<file path="src/rtl/pucch_pkg.sv">
// Shared definitions for the PUCCH modulation chain: feeder state encoding
// and the default symbol-index width used by the feeder and the phase logic.
package pucch_pkg;

    typedef enum logic {
        FEED_IDLE = 1'b0,
        FEED_RUN  = 1'b1
    } feed_state_e;

    localparam int IDX_W_DEF = 12;

endpackage

</file>
<file path="src/rtl/pi2bpsk_bit_feeder.sv">
// Serialises scrambled codeword words LSB-first into one bit per symbol,
// tagging each bit with its running symbol index for the pi/2-BPSK mapper.
module pi2bpsk_bit_feeder
    import pucch_pkg::*;
#(
    parameter int WORD_W = 8,
    parameter int IDX_W  = IDX_W_DEF
) (
    input  logic              i_clk,
    input  logic              i_rst,
    input  logic              i_start,
    input  logic [IDX_W-1:0]  i_num_bits,
    input  logic [WORD_W-1:0] i_word,
    input  logic              i_word_valid,
    output logic              o_word_ready,
    output logic              o_valid,
    input  logic              i_ready,
    output logic              o_b,
    output logic [IDX_W-1:0]  o_index,
    output logic              o_index_lsb,
    output logic              o_last,
    output logic              o_busy,
    output logic              o_err
);

    localparam int                 PTR_W    = (WORD_W > 1) ? $clog2(WORD_W) : 1;
    localparam logic [PTR_W-1:0]   PTR_LAST = PTR_W'(WORD_W - 1);

    feed_state_e        state_r;
    logic [IDX_W-1:0]   n_r;
    logic [IDX_W-1:0]   idx_r;
    logic [WORD_W-1:0]  buf_r;
    logic [PTR_W-1:0]   ptr_r;
    logic               full_r;
    logic               err_r;

    logic               last_s;
    logic               word_ready_s;
    logic               handshake_s;
    logic               word_take_s;

    // Last-bit detect and word-ready; reload is allowed only as the final bit of a word drains
    always_comb begin
        last_s       = 1'b0;
        word_ready_s = 1'b0;
        if (state_r == FEED_RUN) begin
            last_s       = full_r && (idx_r == (n_r - IDX_W'(1)));
            word_ready_s = !full_r || (full_r && (ptr_r == PTR_LAST) && i_ready && !last_s);
        end else begin
            last_s       = 1'b0;
            word_ready_s = 1'b0;
        end
    end

    assign handshake_s = full_r && i_ready;
    assign word_take_s = word_ready_s && i_word_valid;

    // Feeder FSM with word buffer, bit pointer and symbol index counter
    always_ff @(posedge i_clk or posedge i_rst) begin
        if (i_rst) begin
            state_r <= FEED_IDLE;
            n_r     <= {IDX_W{1'b0}};
            idx_r   <= {IDX_W{1'b0}};
            buf_r   <= {WORD_W{1'b0}};
            ptr_r   <= {PTR_W{1'b0}};
            full_r  <= 1'b0;
            err_r   <= 1'b0;
        end else begin
            err_r <= 1'b0;
            case (state_r)
                FEED_IDLE: begin
                    if (i_start) begin
                        if (i_num_bits != {IDX_W{1'b0}}) begin
                            n_r     <= i_num_bits;
                            idx_r   <= {IDX_W{1'b0}};
                            buf_r   <= {WORD_W{1'b0}};
                            ptr_r   <= {PTR_W{1'b0}};
                            full_r  <= 1'b0;
                            state_r <= FEED_RUN;
                        end else begin
                            err_r <= 1'b1;
                        end
                    end else begin
                        state_r <= FEED_IDLE;
                    end
                end
                FEED_RUN: begin
                    // A start while a codeword is in flight (even on its last bit) is refused
                    if (i_start) begin
                        err_r <= 1'b1;
                    end else begin
                        err_r <= 1'b0;
                    end
                    if (handshake_s && last_s) begin
                        state_r <= FEED_IDLE;
                        full_r  <= 1'b0;
                        buf_r   <= {WORD_W{1'b0}};
                        ptr_r   <= {PTR_W{1'b0}};
                    end else begin
                        if (handshake_s) begin
                            ptr_r <= ptr_r + PTR_W'(1);
                            idx_r <= idx_r + IDX_W'(1);
                        end else begin
                            ptr_r <= ptr_r;
                        end
                        if (word_take_s) begin
                            buf_r  <= i_word;
                            full_r <= 1'b1;
                            ptr_r  <= {PTR_W{1'b0}};
                        end else if (handshake_s && (ptr_r == PTR_LAST)) begin
                            full_r <= 1'b0;
                        end else begin
                            full_r <= full_r;
                        end
                    end
                end
                default: begin
                    state_r <= FEED_IDLE;
                    full_r  <= 1'b0;
                end
            endcase
        end
    end

    assign o_word_ready = word_ready_s;
    assign o_valid      = full_r;
    assign o_b          = full_r & buf_r[ptr_r];
    assign o_index      = idx_r;
    assign o_index_lsb  = idx_r[0];
    assign o_last       = last_s;
    assign o_busy       = (state_r == FEED_RUN);
    assign o_err        = err_r;

endmodule

</file>
<file path="config.mk">
export PLATFORM = sky130hd
export DESIGN_NAME = pi2bpsk_bit_feeder
export DESIGN_NICKNAME = d
export VERILOG_FILES = /design/src/rtl/pucch_pkg.sv /design/src/rtl/pi2bpsk_bit_feeder.sv
export SDC_FILE = /design/constraint.sdc
export NUM_CORES = 1
export LEC_CHECK = 0
export ABC_AREA = 1
export CAP_MARGIN = 10
export CORE_AREA = 2 2 77 79
export CTS_CLUSTER_DIAMETER = 30
export DETAILED_ROUTE_END_ITERATION = 6
export DIE_AREA = 0 0 79 81
export PLACE_DENSITY_LB_ADDON = 0.25
export SYNTH_ARGS = -nofsm -noshare
export SYNTH_HDL_FRONTEND = slang
export SYNTH_SLANG_ARGS = --single-unit
export TNS_END_PERCENT = 100
</file>
<file path="constraint.sdc">
create_clock -name i_clk -period 2.6 [get_ports i_clk]
set_clock_uncertainty 0.1 [all_clocks]
set_input_delay 0.39 -clock i_clk [delete_from_list [all_inputs] [get_ports i_clk]]
set_output_delay 0.39 -clock i_clk [all_outputs]
set_load 0.03 [all_outputs]
</file>
## Word level (Yosys, flattened, before mapping)

Index checks and enable logic that the tools add are counted.

| storage, ports and cells | value |
|---|---|
| logic and storage cells | 73 |
| latch bits | 0 |
| RAM bits | 0 |
| register bits | 38 |
| bits in read-only memories | 0 |
| memories kept | 0 |

| cells by class | value |
|---|---|
| reductions and logical operators | 17 |
| mux-type cells | 34 |
| bitwise logic cells | 2 |
| $mul | 0 |
| add/subtract/negate cells | 3 |
| shifts and indexed selects | 0 |
| divide/modulo/power cells | 0 |
| equal/unequal tests | 9 |
| order comparisons | 1 |

Operator list:

| cell | count |
|---|---|
| 12-bit 2-to-1 mux | 4 |
| 8-bit 2-to-1 mux | 4 |
| 12-bit one-hot mux with 2 select lines | 1 |
| 8-bit one-hot mux with 2 select lines | 1 |
| 3-bit 2-to-1 mux | 5 |
| 1-bit 2-to-1 mux | 14 |
| 12-bit by 1-bit adder with 12-bit output, second input constant | 1 |
| 12-bit equality test | 1 |
| 3-bit AND reduction | 4 |
| 12-bit nonzero test | 1 |
| 12-bit by 1-bit subtractor with 12-bit output, second input constant | 1 |
| 1-bit logical AND | 8 |
| 4-bit by 1-bit != test with 1-bit output, second input constant | 2 |
| 2-bit != test, second input constant | 3 |
| 1-bit one-hot mux with 2 select lines | 3 |
| 3-bit one-hot mux with 2 select lines | 1 |
| 3-bit by 4-bit < comparator with 1-bit output, second input constant | 1 |
| 4-bit AND reduction | 1 |
| 3-bit by 1-bit adder with 3-bit output, second input constant | 1 |
| 1-bit binary-select mux with 3-bit select | 1 |
| 3-bit equality test, second input constant | 1 |
| 3-bit by 1-bit != test with 1-bit output, second input constant | 1 |
| 1-bit zero test | 2 |
| 2-bit by 1-bit != test with 1-bit output, second input constant | 1 |
| 3 further kinds | 3 |

## Logic depth before layout (Yosys ltp)

Gate-level depths: netlist of run 1.

| depth | value |
|---|---|
| depth in word-level cells | 11 |
| gate-level depth with buffers | 18 |
| mapped depth without buffers | 18 |

## Least setup slack after synthesis of run 1

OpenSTA, ideal clock, no wires.

| path | value |
|---|---|
| kind | flip-flop to output port |
| start | reg n_r[0] |
| end | out o_last |
| cell stages (with the launch flop) | 10 |
| setup slack | -83 ps |
| arrival | 2193 ps |
| buffers on the path | 0 |
| data required time | 2110 ps |
| path through | dfrtp_1 inv_2 ha_1 nand2_1 nor2_2 nand3_1 nand3_1 o211a_1 nand4_1 nor4_1 |

| on the way | value |
|---|---|
| word-level cells in the longest chain between the ends | 4 |

Ends and longest elaborated chain:

| what | line | source |
|---|---|---|
| from (decl) | pi2bpsk_bit_feeder.sv:30 | `logic [IDX_W-1:0] n_r;` |
| from (signal assigned) | pi2bpsk_bit_feeder.sv:62 | `n_r <= {IDX_W{1'b0}};` |
| from (signal assigned) | pi2bpsk_bit_feeder.sv:74 | `n_r <= i_num_bits;` |
| 12-bit by 1-bit subtractor with 12-bit output | pi2bpsk_bit_feeder.sv:47 | `last_s = full_r && (idx_r == (n_r - IDX_W'(1)));` |
| 12-bit equality test | pi2bpsk_bit_feeder.sv:47 |  |
| 1-bit logical AND | pi2bpsk_bit_feeder.sv:47 |  |
| 1-bit 2-to-1 mux | pi2bpsk_bit_feeder.sv:46 | `if (state_r == FEED_RUN) begin` |
| to (decl) | pi2bpsk_bit_feeder.sv:21 | `output logic o_last,` |

Every way passes these cells.

## Final worst setup path of run 1

| path | value |
|---|---|
| start | reg n_r[5] |
| end | out o_last |

The elaborated chain is that of the path after synthesis.

==> summary.json, run 1 <==
{
  "outcome": {
    "run_status": "completed"
  },
  "final_layout": {
    "layout.cells.most_common_list": "90 x sky130_fd_sc_hd__nand2_1, 40 x sky130_fd_sc_hd__nor2_1, 40 x sky130_fd_sc_hd__clkdlybuf4s50_1, 37 x sky130_fd_sc_hd__dfrtp_1, 34 x sky130_fd_sc_hd__nand3_1",
    "diodes": 0,
    "final-instance-count-excl-fill": 474,
    "post-route-cell-area_sq_um": 3192,
    "area_delta_synth_final_pct": 31.97,
    "layout.cells.most_common": "sky130_fd_sc_hd__nand2_1",
    "fraction_of_final_layout_cells_with_drive_strength_greater_than_1_pct": 16.04,
    "layout.nets": 427
  },
  "floorplanning": {
    "design.die.area_sq_um": 6399,
    "top_level_ports": 44,
    "starting_density_of_the_core_pct": 42.61,
    "floorplan.die.height_um": 81,
    "die_w_um": 79,
    "fp.coreArea_sq_um": 5675,
    "placementRows": 28
  },
  "route": {
    "detail_route.wirelength.met1_um": 3005,
    "route.detailed.drc": 0,
    "num_vias": 2402,
    "detail_route.wl_per_cell_um": 13.00,
    "drt_pass1_iterations": 5,
    "first_iter_violations": 114,
    "met2RoutedLength_um": 2759,
    "routed_via_density": 5.068,
    "highest-signal-layer": "met4",
    "drt.antenna.violating_nets": 0,
    "routed_wl_um": 6164,
    "met3_wire_len_um": 227
  },
  "sta": {
    "tightestPinTransition_ns": 0.4876,
    "slew_viol_final": 0,
    "finalSetupTns_ns": 0,
    "rsz0062_at_grt": "true",
    "finalHoldViolations": 0,
    "post-route-min-period_ns": 2.596,
    "final.setup.worst_slack_ns": 0.003783,
    "achievable-frequency_ghz": 0.3852,
    "setup_viol": 0,
    "slew_headroom_pct": 67.49,
    "timing.hold.ws_ns": 0.3773,
    "layout_worst_path_cycle_share_pct": 99.85
  },
  "worst_setup_path": {
    "worst_path_most_repeated_cell": "sky130_fd_sc_hd__nand2_2",
    "cp-start-kind": "flip-flop",
    "timing.critical_path.fanout_max": 4,
    "setup.worst_path.end": "o_last",
    "rr_worst_depth": 15,
    "cp_slowest_stage_delay_ns": 0.44,
    "critical_path.reg2reg.startpoint": "n_r[3]",
    "worst-setup-path-type": "flip-flop to primary output",
    "rr_endpoint": "o_index[3]",
    "cp.arrival_ns": 2.11,
    "cp_top_family": "simple AND/OR/NAND/NOR gates",
    "cp-end-kind": "primary output",
    "cp_num_cells": 9,
    "critical_path_buf_inv_count": 1,
    "critical_path.startpoint": "n_r[5]",
    "worst_path_max_delay_cell": "sky130_fd_sc_hd__dfrtp_1",
    "cp_cell_sequence": "nor2_1 -> nand2_2 -> o21ai_2 -> nand2_1 -> nand2_2 -> o211a_1 -> nand4_1 -> nor4_2 -> buf_4",
    "ff2ff_setup_slack_ns": 0.27,
    "cp_data_required_time_ns": 2.11
  },
  "power_and_ir_drop": {
    "power_per_cell_area_nw_per_um2": 860.8,
    "ir_drop_uv": 352.5,
    "leakage_uw": 0.001484
  },
  "synth": {
    "synth_area_per_cell_sq_um": 7.072,
    "syn-num-nets": 371,
    "synth_cell_area_sq_um": 2419,
    "yosysSeqAreaShare_pct": 39.32,
    "synth_seq_cells": 38,
    "synth.lib_cells_used.distinct": 36,
    "yosysWarningCount": 0,
    "post_synthesis_instance_total": 342
  },
  "placed_design": {
    "placed_cell_area_sq_um": 2950,
    "detailed_place_hpwl_um": 4539,
    "post_place_worst_slack_ns": 0.008086,
    "total_instance_count_after_detailed_placement": 459,
    "place_congestion": 0.9533,
    "place.port_buffers": 43
  },
  "clock_tree": {
    "cts_htree_levels": 2,
    "clk_pin_slew_worst_paths_ns": 0.08,
    "cts-root-to-sink-buffers": 2,
    "cts_num_sinks": 38,
    "tritoncts_buffers": 5,
    "cts_root_buffer": "sky130_fd_sc_hd__clkbuf_8",
    "worstSkewPairLatency_ns": 0.30,
    "ctsHoldBuffers": 0,
    "cts_tree": "built"
  },
  "global_route": {
    "track_usage_pct": 20.13,
    "grt_antenna_before_repair": 0,
    "vias_in_the_first_global_route": 2251,
    "global_route.overflow_total": 0,
    "grt_pass1_wl_um": 10180,
    "grt_max_degree": 39
  },
  "worst_hold_path": {
    "min-delay-path-class": "flip-flop to flip-flop"
  },
  "job": {
    "timing.max_cap.violations": 0
  }
}
==> cells by family after synthesis <==
logic type | synth area share [%]
AO/OA/AOI/OAI | 9.416
XOR/XNOR | 3.622
adder cells (fa/ha/maj) | 2.069
buffers and inverters | 6.725
flip-flops | 39.32
multiplexers | 1.345
AND/OR/NAND/NOR | 37.51
==> what timing repair did <==
action,CTS,global route
endpoints found under the hold margin,0,0
endpoints found under the setup margin,2,15
buffers inserted,2,5
pin swaps,3,7
resized for setup,6,20
cloned,0,0
==> how the worst min path moves through the flow <==
stage / from / to / slack (ns) / cells after the start
6_report: buf_r[6] / buf_r[6] / 0.38 / 2
5_1_grt: buf_r[2] / buf_r[2] / 0.41 / 2
4_1_cts: buf_r[6] / buf_r[6] / 0.38 / 2
3_5_place_dp: buf_r[6] / buf_r[6] / 0.36 / 2
3_3_place_gp: buf_r[6] / buf_r[6] / 0.36 / 2
2_1_floorplan: buf_r[2] / buf_r[2] / 0.34 / 2
==> worst register-to-register path: cells and delay by family (launching register included) <==
kind                   cells  cell delay [ns]
and+or+nand+nor           12             1.42
AOI/OAI and AO/OA          1             0.08
buffers and inverters      2             0.20
DFF                        1             0.44
==> per-stage QoR <==
stage	total power, uW	utilization, %
4_1_cts	2733	54.43
6_report	2748	56.24
3_3_place_gp	2242	51.98
3_5_place_dp	2258	51.98
5_1_grt	2959	56.24
2_1_floorplan	1822	-
==> flip-flops by register name (all words and copies together), names as in the netlist <==
signal and flops:
o_index 12, o_err 1, o_busy 1, o_valid 1
buf_r 8, n_r 12, ptr_r 3
==> power breakdown <==
| part | leakage, uW | total [uW] | internal [uW] | switching (uW) |
|---|---|---|---|---|
| sequential | 0.000439 | 968 | 763 | 206 |
| combinational | 0.000998 | 1330 | 542 | 791 |
| clock | 0.0000478 | 446 | 218 | 227 |
==> final cells by class <==
cell class	instances	area [sq um]
Multi-Input combinational cell	264	1394
Sequential cell	38	952.2
Inverter	33	123.9
Timing Repair Buffer	56	529.3
Fill cell	551	2484
Clock buffer	6	82.58
Tap cell	75	93.84
Clock inverter	2	16.27
==> cell usage after synthesis <==
| master | count | area share [%] |
|---|---|---|
| sky130_fd_sc_hd__inv_2 | 3 | 0.47 |
| sky130_fd_sc_hd__nand3_1 | 36 | 7.4 |
| sky130_fd_sc_hd__a21oi_1 | 12 | 2.5 |
| sky130_fd_sc_hd__o21ai_1 | 15 | 3.1 |
| sky130_fd_sc_hd__mux2i_1 | 1 | 0.41 |
| sky130_fd_sc_hd__o211a_1 | 1 | 0.41 |
| sky130_fd_sc_hd__nand2_4 | 1 | 0.47 |
| sky130_fd_sc_hd__xor2_1 | 7 | 2.5 |
| sky130_fd_sc_hd__nand2_2 | 5 | 1.3 |
| sky130_fd_sc_hd__o21ai_2 | 1 | 0.36 |
| sky130_fd_sc_hd__o32ai_1 | 1 | 0.36 |
| sky130_fd_sc_hd__ha_1 | 4 | 2.1 |
| sky130_fd_sc_hd__clkbuf_1 | 3 | 0.47 |
| sky130_fd_sc_hd__buf_6 | 1 | 0.47 |
| sky130_fd_sc_hd__buf_4 | 1 | 0.31 |
| sky130_fd_sc_hd__inv_1 | 29 | 4.5 |
| sky130_fd_sc_hd__a21oi_2 | 1 | 0.36 |
| sky130_fd_sc_hd__nor4_1 | 5 | 1.3 |
| sky130_fd_sc_hd__mux2_2 | 2 | 0.93 |
| sky130_fd_sc_hd__nand4_1 | 6 | 1.6 |
| sky130_fd_sc_hd__nand2_1 | 95 | 15 |
| sky130_fd_sc_hd__buf_1 | 1 | 0.16 |
| sky130_fd_sc_hd__nor2_2 | 5 | 1.3 |
| sky130_fd_sc_hd__nor3_1 | 3 | 0.62 |
| sky130_fd_sc_hd__o21ai_0 | 6 | 1.2 |
| sky130_fd_sc_hd__buf_2 | 1 | 0.21 |
| sky130_fd_sc_hd__o31ai_1 | 1 | 0.31 |
| sky130_fd_sc_hd__dfrtp_1 | 38 | 39 |
| sky130_fd_sc_hd__xnor2_1 | 3 | 1.1 |
| sky130_fd_sc_hd__nand3b_1 | 1 | 0.31 |
| sky130_fd_sc_hd__o221a_2 | 1 | 0.47 |
| sky130_fd_sc_hd__and3b_1 | 1 | 0.36 |
| sky130_fd_sc_hd__nand3_2 | 2 | 0.83 |
| sky130_fd_sc_hd__nor2_1 | 47 | 7.3 |
| sky130_fd_sc_hd__clkinv_1 | 1 | 0.16 |
| sky130_fd_sc_hd__a21boi_0 | 1 | 0.31 |
==> metal layers <==
metal	GRT usage [%]	vias to the layer above
met2	31.19	65
met1	27.96	1091
li1	-	1231
met5	0	-
met4	7.931	0
met3	3.778	15
(Power assumes the default switching activity.)
==> run 2: changes to the inputs <==
CORE_AREA = 10 10 85 87   (was 2 2 77 79)
DIE_AREA = 0 0 95 97   (was 0 0 79 81)
==> summary.json, run 2 (same netlist as run 1, synthesis figures left out) <==
{
  "outcome": {
    "run_status": "complete, but fails checks",
    "failing_checks": "setup timing"
  },
  "final_layout": {
    "area_delta_synth_final_pct": 34.66,
    "layout.area.seq": {"value": 953.4, "unit": "sq um", "change": "+0.13%"},
    "post-route-cell-area": {"value": 3257, "unit": "sq um", "change": "+2.0%"},
    "layout.nets": {"value": 433, "change": "+1.4%"},
    "layout.cells.most_common_list": "92 x sky130_fd_sc_hd__nand2_1, 40 x sky130_fd_sc_hd__clkdlybuf4s50_1, 39 x sky130_fd_sc_hd__nor2_1, 36 x sky130_fd_sc_hd__dfrtp_1, 34 x sky130_fd_sc_hd__nand3_1",
    "multi_input_area": {"value": 1420, "unit": "sq um", "change": "+1.9%"},
    "fillers": {"value": 509, "change": "-7.6%"},
    "final-instance-count-excl-fill": {"value": 477, "change": "+0.63%"},
    "layout.cells.most_common": "sky130_fd_sc_hd__nand2_1",
    "fraction_of_final_layout_cells_with_drive_strength_greater_than_1": {"value": 17.53, "unit": "%", "change": "+1.5 points"},
    "diodes": {"value": 0, "change": "unchanged"}
  },
  "worst_setup_path": {
    "cp_slowest_stage_delay": {"value": 0.39, "unit": "ns", "change": "-0.05 ns"},
    "critical_path.startpoint": "n_r[0]",
    "worst-setup-path-type": "flip-flop to primary output",
    "timing.critical_path.fanout_max": {"value": 5, "change": "+1"},
    "cp-end-kind": "primary output",
    "cp_cell_sequence": "inv_2 -> buf_4 -> nand2_2 -> nor2_2 -> nand2_1 -> nand2_1 -> nand2_1 -> nand2_1 -> nor2_1 -> nand3_2 -> buf_6 -> nand2_4 -> a21oi_4 -> buf_6",
    "worst_path_most_repeated_cell": "sky130_fd_sc_hd__nand2_1",
    "cp.arrival": {"value": 2.13, "unit": "ns", "change": "+0.02 ns"},
    "ff2ff_setup_slack": {"value": 0.15, "unit": "ns", "change": "-0.12 ns"},
    "critical_path.reg2reg.startpoint": "n_r[0]",
    "cp-start-kind": "flip-flop",
    "worst_path_max_delay_cell": "sky130_fd_sc_hd__dfrtp_1",
    "cp_data_required_time": {"value": 2.11, "unit": "ns", "change": "about the same"},
    "rr_endpoint": "o_index[3]",
    "setup.worst_path.end": "o_word_ready",
    "rr_worst_depth": {"value": 16, "change": "+1"}
  },
  "clock_tree": {
    "cts-root-to-sink-buffers": {"value": 2, "change": "unchanged"},
    "cts_num_sinks": {"value": 38, "change": "unchanged"},
    "worstSkewPairLatency": {"value": 0.29, "unit": "ns", "change": "about the same"},
    "cts_htree_levels": {"value": 2, "change": "unchanged"},
    "clk_pin_slew_worst_paths": {"value": 0.08, "unit": "ns", "change": "about the same"},
    "tritoncts_buffers": {"value": 5, "change": "unchanged"},
    "cts_tree": "built",
    "cts_root_buffer": "sky130_fd_sc_hd__clkbuf_8"
  },
  "placed_design": {
    "placed_cell_area": {"value": 2969, "unit": "sq um", "change": "+0.64%"},
    "place.port_buffers": {"value": 43, "change": "unchanged"},
    "total_instance_count_after_detailed_placement": {"value": 459, "change": "unchanged"},
    "detailed_place_hpwl": {"value": 5186, "unit": "um", "change": "+14%"},
    "place_congestion": {"value": 0.8624, "change": "-9.5%"}
  },
  "route": {
    "num_vias": {"value": 2457, "change": "+2.3%"},
    "first_iter_violations": {"value": 201, "change": "+76%"},
    "routed_via_density": {"value": 5.151, "change": "+1.6%"},
    "drt_pass1_iterations": {"value": 4, "change": "-1"},
    "routed_wl": {"value": 6943, "unit": "um", "change": "+13%"},
    "drt.antenna.violating_nets": {"value": 0, "change": "unchanged"},
    "detail_route.wl_per_cell": {"value": 14.56, "unit": "um", "change": "+12%"},
    "route.detailed.drc": {"value": 0, "change": "unchanged"}
  },
  "floorplanning": {
    "placementRows": {"value": 27, "change": "-3.6%"},
    "starting_density_of_the_core": {"value": 44.19, "unit": "%", "change": "+1.6 points"},
    "fp.coreArea": {"value": 5473, "unit": "sq um", "change": "-3.6%"},
    "design.die.area": {"value": 9215, "unit": "sq um", "change": "+44%"},
    "top_level_ports": {"value": 44, "change": "unchanged"},
    "floorplan.die.height": {"value": 97, "unit": "um", "change": "+20%"},
    "die_w": {"value": 95, "unit": "um", "change": "+20%"}
  },
  "power_and_ir_drop": {
    "power.combinational.fraction": {"value": 49.8, "unit": "%", "change": "+1.3 points"},
    "leakage": {"value": 0.001529, "unit": "uW", "change": "+3.0%"},
    "power.internal": {"value": 1543, "unit": "uW", "change": "+1.3%"},
    "power_frac_seq": {"value": 34.9, "unit": "%", "change": "-0.3 points"},
    "ir_drop": {"value": 439.6, "unit": "uV", "change": "+25%"},
    "portion_of_total_power_attributed_to_the_clock_network": {"value": 15.3, "unit": "%", "change": "-0.9 points"},
    "netSwitchingPower": {"value": 1248, "unit": "uW", "change": "+2.0%"},
    "power_per_cell_area": {"value": 857.1, "unit": "nW/um^2", "change": "-0.44%"},
    "power.switching_fraction": {"value": 44.72, "unit": "%", "change": "+0.16 points"}
  },
  "global_route": {
    "track_usage": {"value": 15.45, "unit": "%", "change": "-4.7 points"},
    "globalRouteMet3Util": {"value": 3.315, "unit": "%", "change": "-0.46 points"},
    "grt_antenna_before_repair": {"value": 0, "change": "unchanged"},
    "vias_in_the_first_global_route": {"value": 2443, "change": "+8.5%"},
    "grt_max_degree": {"value": 39, "change": "unchanged"},
    "global_route.overflow_total": {"value": 0, "change": "unchanged"},
    "grt.met2_usage": {"value": 23.74, "unit": "%", "change": "-7.4 points"},
    "gr-max-usage-layer": "met2",
    "grt_pass1_wl": {"value": 11720, "unit": "um", "change": "+15%"},
    "use_met1": {"value": 20.68, "unit": "%", "change": "-7.3 points"}
  },
  "sta": {
    "layout_worst_path_cycle_share": {"value": 100.8, "unit": "%", "change": "+0.98 points"},
    "finalHoldViolations": {"value": 0, "change": "unchanged"},
    "achievable-frequency": {"value": 0.3814, "unit": "GHz", "change": "-0.97%"},
    "slew_viol_final": {"value": 0, "change": "unchanged"},
    "timing.hold.ws": {"value": 0.3709, "unit": "ns", "change": "-0.006307 ns"},
    "post-route-min-period": {"value": 2.622, "unit": "ns", "change": "+0.02540 ns"},
    "final.setup.worst_slack": {"value": -0.02162, "unit": "ns", "change": "-0.02540 ns"},
    "tightestPinTransition": {"value": 0.4867, "unit": "ns", "change": "-0.0009068 ns"},
    "slew_headroom": {"value": 67.56, "unit": "%", "change": "about the same"},
    "rsz0062_at_grt": "true",
    "setup_viol": {"value": 1, "change": "+1"}
  },
  "job": {
    "timing.max_cap.violations": {"value": 0, "change": "unchanged"}
  },
  "worst_hold_path": {
    "min-delay-path-class": "flip-flop to flip-flop"
  }
}
-- run 2: cell types whose count changed in the layout (fill, tap and decap cells not counted), sizes merged --
| cell | delta |
|---|---|
| clkbuf | +1 |
| clkinv | +1 |
| buf | +6 |
| inv | -1 |
| clkinvlp | -1 |
-- run 2: power groups by stage --
stage | Clock (uW) | Sequential [uW] | Combinational, uW
2_1_floorplan | 0 | 1090 | 731
3_3_place_gp | 0 | 976 | 1310
3_5_place_dp | 0 | 976 | 1330
4_1_cts | 438 | 968 | 1380
5_1_grt | 461 | 1010 | 1540
6_report | 426 | 975 | 1390
-- run 2: through the flow --
step | setup TNS, ns | total power [uW] | util (%) | worst slack [ns]
after floorplan | 0 | 1822 | - | 0.2562
after global placement | 0 | 2283 | 54.25 | 0.1083
after detailed placement | 0 | 2305 | 54.25 | 0.003991
after CTS | -0.01666 | 2785 | 58.37 | -0.008333
after global routing | -0.3258 | 3009 | 59.51 | -0.1463
final | -0.02162 | 2791 | 59.51 | -0.02162
-- run 2: worst min path at each step --
stage	start	to	cells past startpoint	slack, ns
2_1_floorplan	buf_r[2]	buf_r[2]	2	0.34
5_1_grt	buf_r[5]	buf_r[5]	2	0.40
6_report	buf_r[6]	buf_r[6]	2	0.37
3_5_place_dp	buf_r[6]	buf_r[6]	2	0.35
4_1_cts	buf_r[6]	buf_r[6]	2	0.37
3_3_place_gp	buf_r[6]	buf_r[6]	2	0.35
-- run 2: per-layer routing --
metal	vias up	part of all wire, %
met3	13	4.7
met5	-	0
met4	0	2.1
met2	60	46
li1	1242	-
met1	1142	47
-- run 2: what timing repair did --
item / CTS / global route
cloned: 0 / 0
buffers inserted: 7 / 3
hold endpoints to repair: 0 / 0
resized for setup: 20 / 12
endpoints found under the setup margin: 3 / 3
hold buffers: 0 / 0
pin swaps: 11 / 12
-- run 2: area by class of cell --
class,count,share of cell area (%)
multi-input combinational,264,43.60
sequential,38,29.27
timing repair buffer,62,17.75
inverter,33,3.803
tap,72,2.766
clock buffer,7,2.651
clock inverter,1,0.1537
-- run 2: worst max-delay path: cells and delay by family (launching register included) --
kind | cells | cell delay, ns
simple gates | 9 | 0.78
buf+inv | 4 | 0.50
flops | 1 | 0.39
compound gates | 1 | 0.17
==> run 3: changes to the inputs <==
CORE_AREA = 10 10 71 103   (was 10 10 85 87)
DIE_AREA = 0 0 81 113   (was 0 0 95 97)
SETUP_SLACK_MARGIN = 0.5   (was default)
==> summary.json, run 3 (same netlist as run 1, synthesis figures left out) <==
{
  "sta": {
    "slew_headroom": {"value": 66.33, "unit": "%", "change": "-1.2 points"},
    "achievable-frequency": {"value": 0.3938, "unit": "GHz", "change": "+3.3%"},
    "tightestPinTransition": {"value": 0.5005, "unit": "ns", "change": "+0.01379 ns"},
    "setup_viol": {"value": 0, "change": "-1"},
    "rsz0062_at_grt": "true",
    "post-route-min-period": {"value": 2.539, "unit": "ns", "change": "-0.08254 ns"},
    "layout_worst_path_cycle_share": {"value": 97.66, "unit": "%", "change": "-3.2 points"},
    "finalHoldViolations": {"value": 0, "change": "unchanged"},
    "slew_viol_final": {"value": 0, "change": "unchanged"},
    "finalSetupTns": {"value": 0, "unit": "ns", "change": "+0.02162 ns"}
  },
  "worst_setup_path": {
    "cp-end-kind": "primary output",
    "timing.critical_path.fanout_max": {"value": 2, "change": "-3"},
    "cp-start-kind": "flip-flop",
    "cp.arrival": {"value": 2.05, "unit": "ns", "change": "-0.08 ns"},
    "worst-setup-path-type": "flip-flop to primary output",
    "rr_worst_depth": {"value": 16, "change": "unchanged"},
    "rr_endpoint": "o_valid",
    "ff2ff_setup_slack": {"value": 0.13, "unit": "ns", "change": "-0.02 ns"},
    "critical_path.reg2reg.startpoint": "o_index[9]",
    "cp_data_required_time": {"value": 2.11, "unit": "ns", "change": "about the same"}
  },
  "floorplanning": {
    "die_w": {"value": 81, "unit": "um", "change": "-15%"},
    "floorplan.die.height": {"value": 113, "unit": "um", "change": "+16%"},
    "design.die.area": {"value": 9153, "unit": "sq um", "change": "-0.67%"},
    "fp.coreArea": {"value": 5450, "unit": "sq um", "change": "-0.41%"},
    "starting_density_of_the_core": {"value": 44.38, "unit": "%", "change": "+0.18 points"},
    "top_level_ports": {"value": 44, "change": "unchanged"},
    "placementRows": {"value": 33, "change": "+22%"}
  },
  "power_and_ir_drop": {
    "power.switching_fraction": {"value": 45.68, "unit": "%", "change": "+0.96 points"},
    "leakage": {"value": 0.001536, "unit": "uW", "change": "+0.47%"},
    "power_frac_seq": {"value": 33.2, "unit": "%", "change": "-1.7 points"},
    "report.power.total": {"value": 2983, "unit": "uW", "change": "+6.9%"},
    "power_per_cell_area": {"value": 875.8, "unit": "nW/um^2", "change": "+2.2%"},
    "ir_drop": {"value": 567.3, "unit": "uV", "change": "+29%"},
    "power.internal": {"value": 1620, "unit": "uW", "change": "+5.0%"},
    "portion_of_total_power_attributed_to_the_clock_network": {"value": 14.5, "unit": "%", "change": "-0.8 points"},
    "power.combinational.fraction": {"value": 52.3, "unit": "%", "change": "+2.5 points"},
    "netSwitchingPower": {"value": 1362, "unit": "uW", "change": "+9.2%"}
  },
  "final_layout": {
    "diodes": {"value": 0, "change": "unchanged"},
    "area_delta_synth_final_pct": 40.82,
    "fraction_of_final_layout_cells_with_drive_strength_greater_than_1": {"value": 21.57, "unit": "%", "change": "+4.0 points"},
    "fillers": {"value": 497, "change": "-2.4%"},
    "multi_input_area": {"value": 1546, "unit": "sq um", "change": "+8.9%"},
    "layout.nets": {"value": 436, "change": "+0.69%"},
    "layout.cells.most_common_list": "90 x sky130_fd_sc_hd__nand2_1, 39 x sky130_fd_sc_hd__nor2_1, 38 x sky130_fd_sc_hd__clkdlybuf4s50_1, 33 x sky130_fd_sc_hd__dfrtp_1, 31 x sky130_fd_sc_hd__nand3_1",
    "layout.area.seq": {"value": 957.2, "unit": "sq um", "change": "+0.39%"},
    "layout.cells.most_common": "sky130_fd_sc_hd__nand2_1",
    "finalCoreUtilization": {"value": 62.49, "unit": "%", "change": "+3.0 points"}
  },
  "route": {
    "detail_route.wl_per_cell": {"value": 16.06, "unit": "um", "change": "+10%"},
    "route.detailed.drc": {"value": 0, "change": "unchanged"},
    "routed_wl": {"value": 7679, "unit": "um", "change": "+11%"},
    "first_iter_violations": {"value": 142, "change": "-29%"},
    "drt.antenna.violating_nets": {"value": 0, "change": "unchanged"},
    "num_vias": {"value": 2577, "change": "+4.9%"},
    "routed_via_density": {"value": 5.391, "change": "+4.7%"},
    "drt_pass1_iterations": {"value": 4, "change": "unchanged"}
  },
  "placed_design": {
    "place_congestion": {"value": 0.8823, "change": "+2.3%"},
    "place.port_buffers": {"value": 43, "change": "unchanged"},
    "detailed_place_hpwl": {"value": 5406, "unit": "um", "change": "+4.2%"}
  },
  "clock_tree": {
    "cts_tree": "built",
    "cts-root-to-sink-buffers": {"value": 2, "change": "unchanged"},
    "clk_pin_slew_worst_paths": {"value": 0.08, "unit": "ns", "change": "about the same"},
    "cts_htree_levels": {"value": 2, "change": "unchanged"},
    "ctsHoldBuffers": {"value": 0, "change": "unchanged"},
    "cts_root_buffer": "sky130_fd_sc_hd__clkbuf_8",
    "tritoncts_buffers": {"value": 5, "change": "unchanged"},
    "worstSkewPairLatency": {"value": 0.29, "unit": "ns", "change": "about the same"},
    "cts_num_sinks": {"value": 38, "change": "unchanged"}
  },
  "outcome": {
    "run_status": "completed"
  },
  "global_route": {
    "grt_antenna_before_repair": {"value": 0, "change": "unchanged"},
    "grt_pass1_wl": {"value": 12200, "unit": "um", "change": "+4.1%"},
    "global_route.overflow_total": {"value": 0, "change": "unchanged"},
    "grt_max_degree": {"value": 39, "change": "unchanged"},
    "track_usage": {"value": 16.58, "unit": "%", "change": "+1.1 points"},
    "vias_in_the_first_global_route": {"value": 2588, "change": "+5.9%"}
  },
  "worst_hold_path": {
    "min-delay-path-class": "flip-flop to flip-flop",
    "hold-path-endpoint": "buf_r[3]",
    "worstHoldStart": "buf_r[3]",
    "hold-path-cell-count": {"value": 2, "change": "unchanged"}
  },
  "job": {
    "timing.max_cap.violations": {"value": 0, "change": "unchanged"}
  }
}
-- run 3: changes by cell type in the layout (fill, tap and decap cells not counted), sizes merged --
cell           previous run  this run
dlymetal6s2s              1         2
nand2                   101       102
nor2                     52        55
clkdlybuf4s50            40        38
-- run 3: per-layer routing --
layer	wire length, um	up-vias	share of wire [%]	GRT usage (%)
met5	0	-	0	0
met4	352	0	4.6	9.154
met3	369	29	4.8	3.170
met2	4116	86	54	29.48
met1	2840	1207	37	17.49
li1	-	1255	-	-
-- run 3: per-stage QoR --
stage | worst slack (ns) | std cells | instance area, sq um | hold WS [ns]
after floorplan | 0.4449 | 342 | 2461 | 0.3366
after global placement | 0.09329 | 454 | 2980 | 0.3481
after detailed placement | 0.05444 | 454 | 2980 | 0.3573
after CTS | 0.04589 | 473 | 3238 | 0.3746
after global routing | -0.09675 | 478 | 3406 | 0.3944
final | 0.06092 | 478 | 3406 | 0.3746
-- run 3: worst max-delay path by stage --
stage / start / end / slack [ns]
floorplan: o_index[0] / o_last / 0.44
global placement: i_num_bits[10] / o_index[3] / 0.09
detailed placement: n_r[0] / o_index[3] / 0.05
CTS: n_r[0] / o_word_ready / 0.05
global route: n_r[6] / o_valid / -0.1
finish: n_r[1] / o_last / 0.06
-- run 3: worst max-delay path, cell delays in order, from the launching register on --
cell and delay [ns]:
sky130_fd_sc_hd__dfrtp_1 0.42, sky130_fd_sc_hd__inv_2 0.09, sky130_fd_sc_hd__ha_4 0.20, sky130_fd_sc_hd__xnor2_2 0.13
sky130_fd_sc_hd__nor2_2 0.15, sky130_fd_sc_hd__and3b_1 0.19, sky130_fd_sc_hd__nand4_1 0.13, sky130_fd_sc_hd__nor4_4 0.27
sky130_fd_sc_hd__buf_6 0.17
-- run 3: what timing repair did --
item                                    4_1_cts  5_1_grt
gates resized for setup                      24       40
setup buffers                                 7        5
pin swaps                                    10       10
endpoints found under the setup margin       27       39
endpoints found under the hold margin         0        0
gates cloned                                  4        0
-- run 3: cell type report --
class	count	area share (%)
Clock buffer	7	2.535
Multi-Input combinational cell	268	45.41
Clock inverter	1	0.1470
Timing Repair Buffer	61	17.45
Inverter	33	3.784
Sequential cell	38	28.10
Tap cell	70	2.572
-- run 3: power groups by stage --
stage               clock, uW  combinational, uW  sequential, uW
floorplan                   0                740            1090
global placement            0               1290             990
detailed placement          0               1310             994
CTS                       437               1420             990
global route              458               1710            1010
finish                    432               1560             991
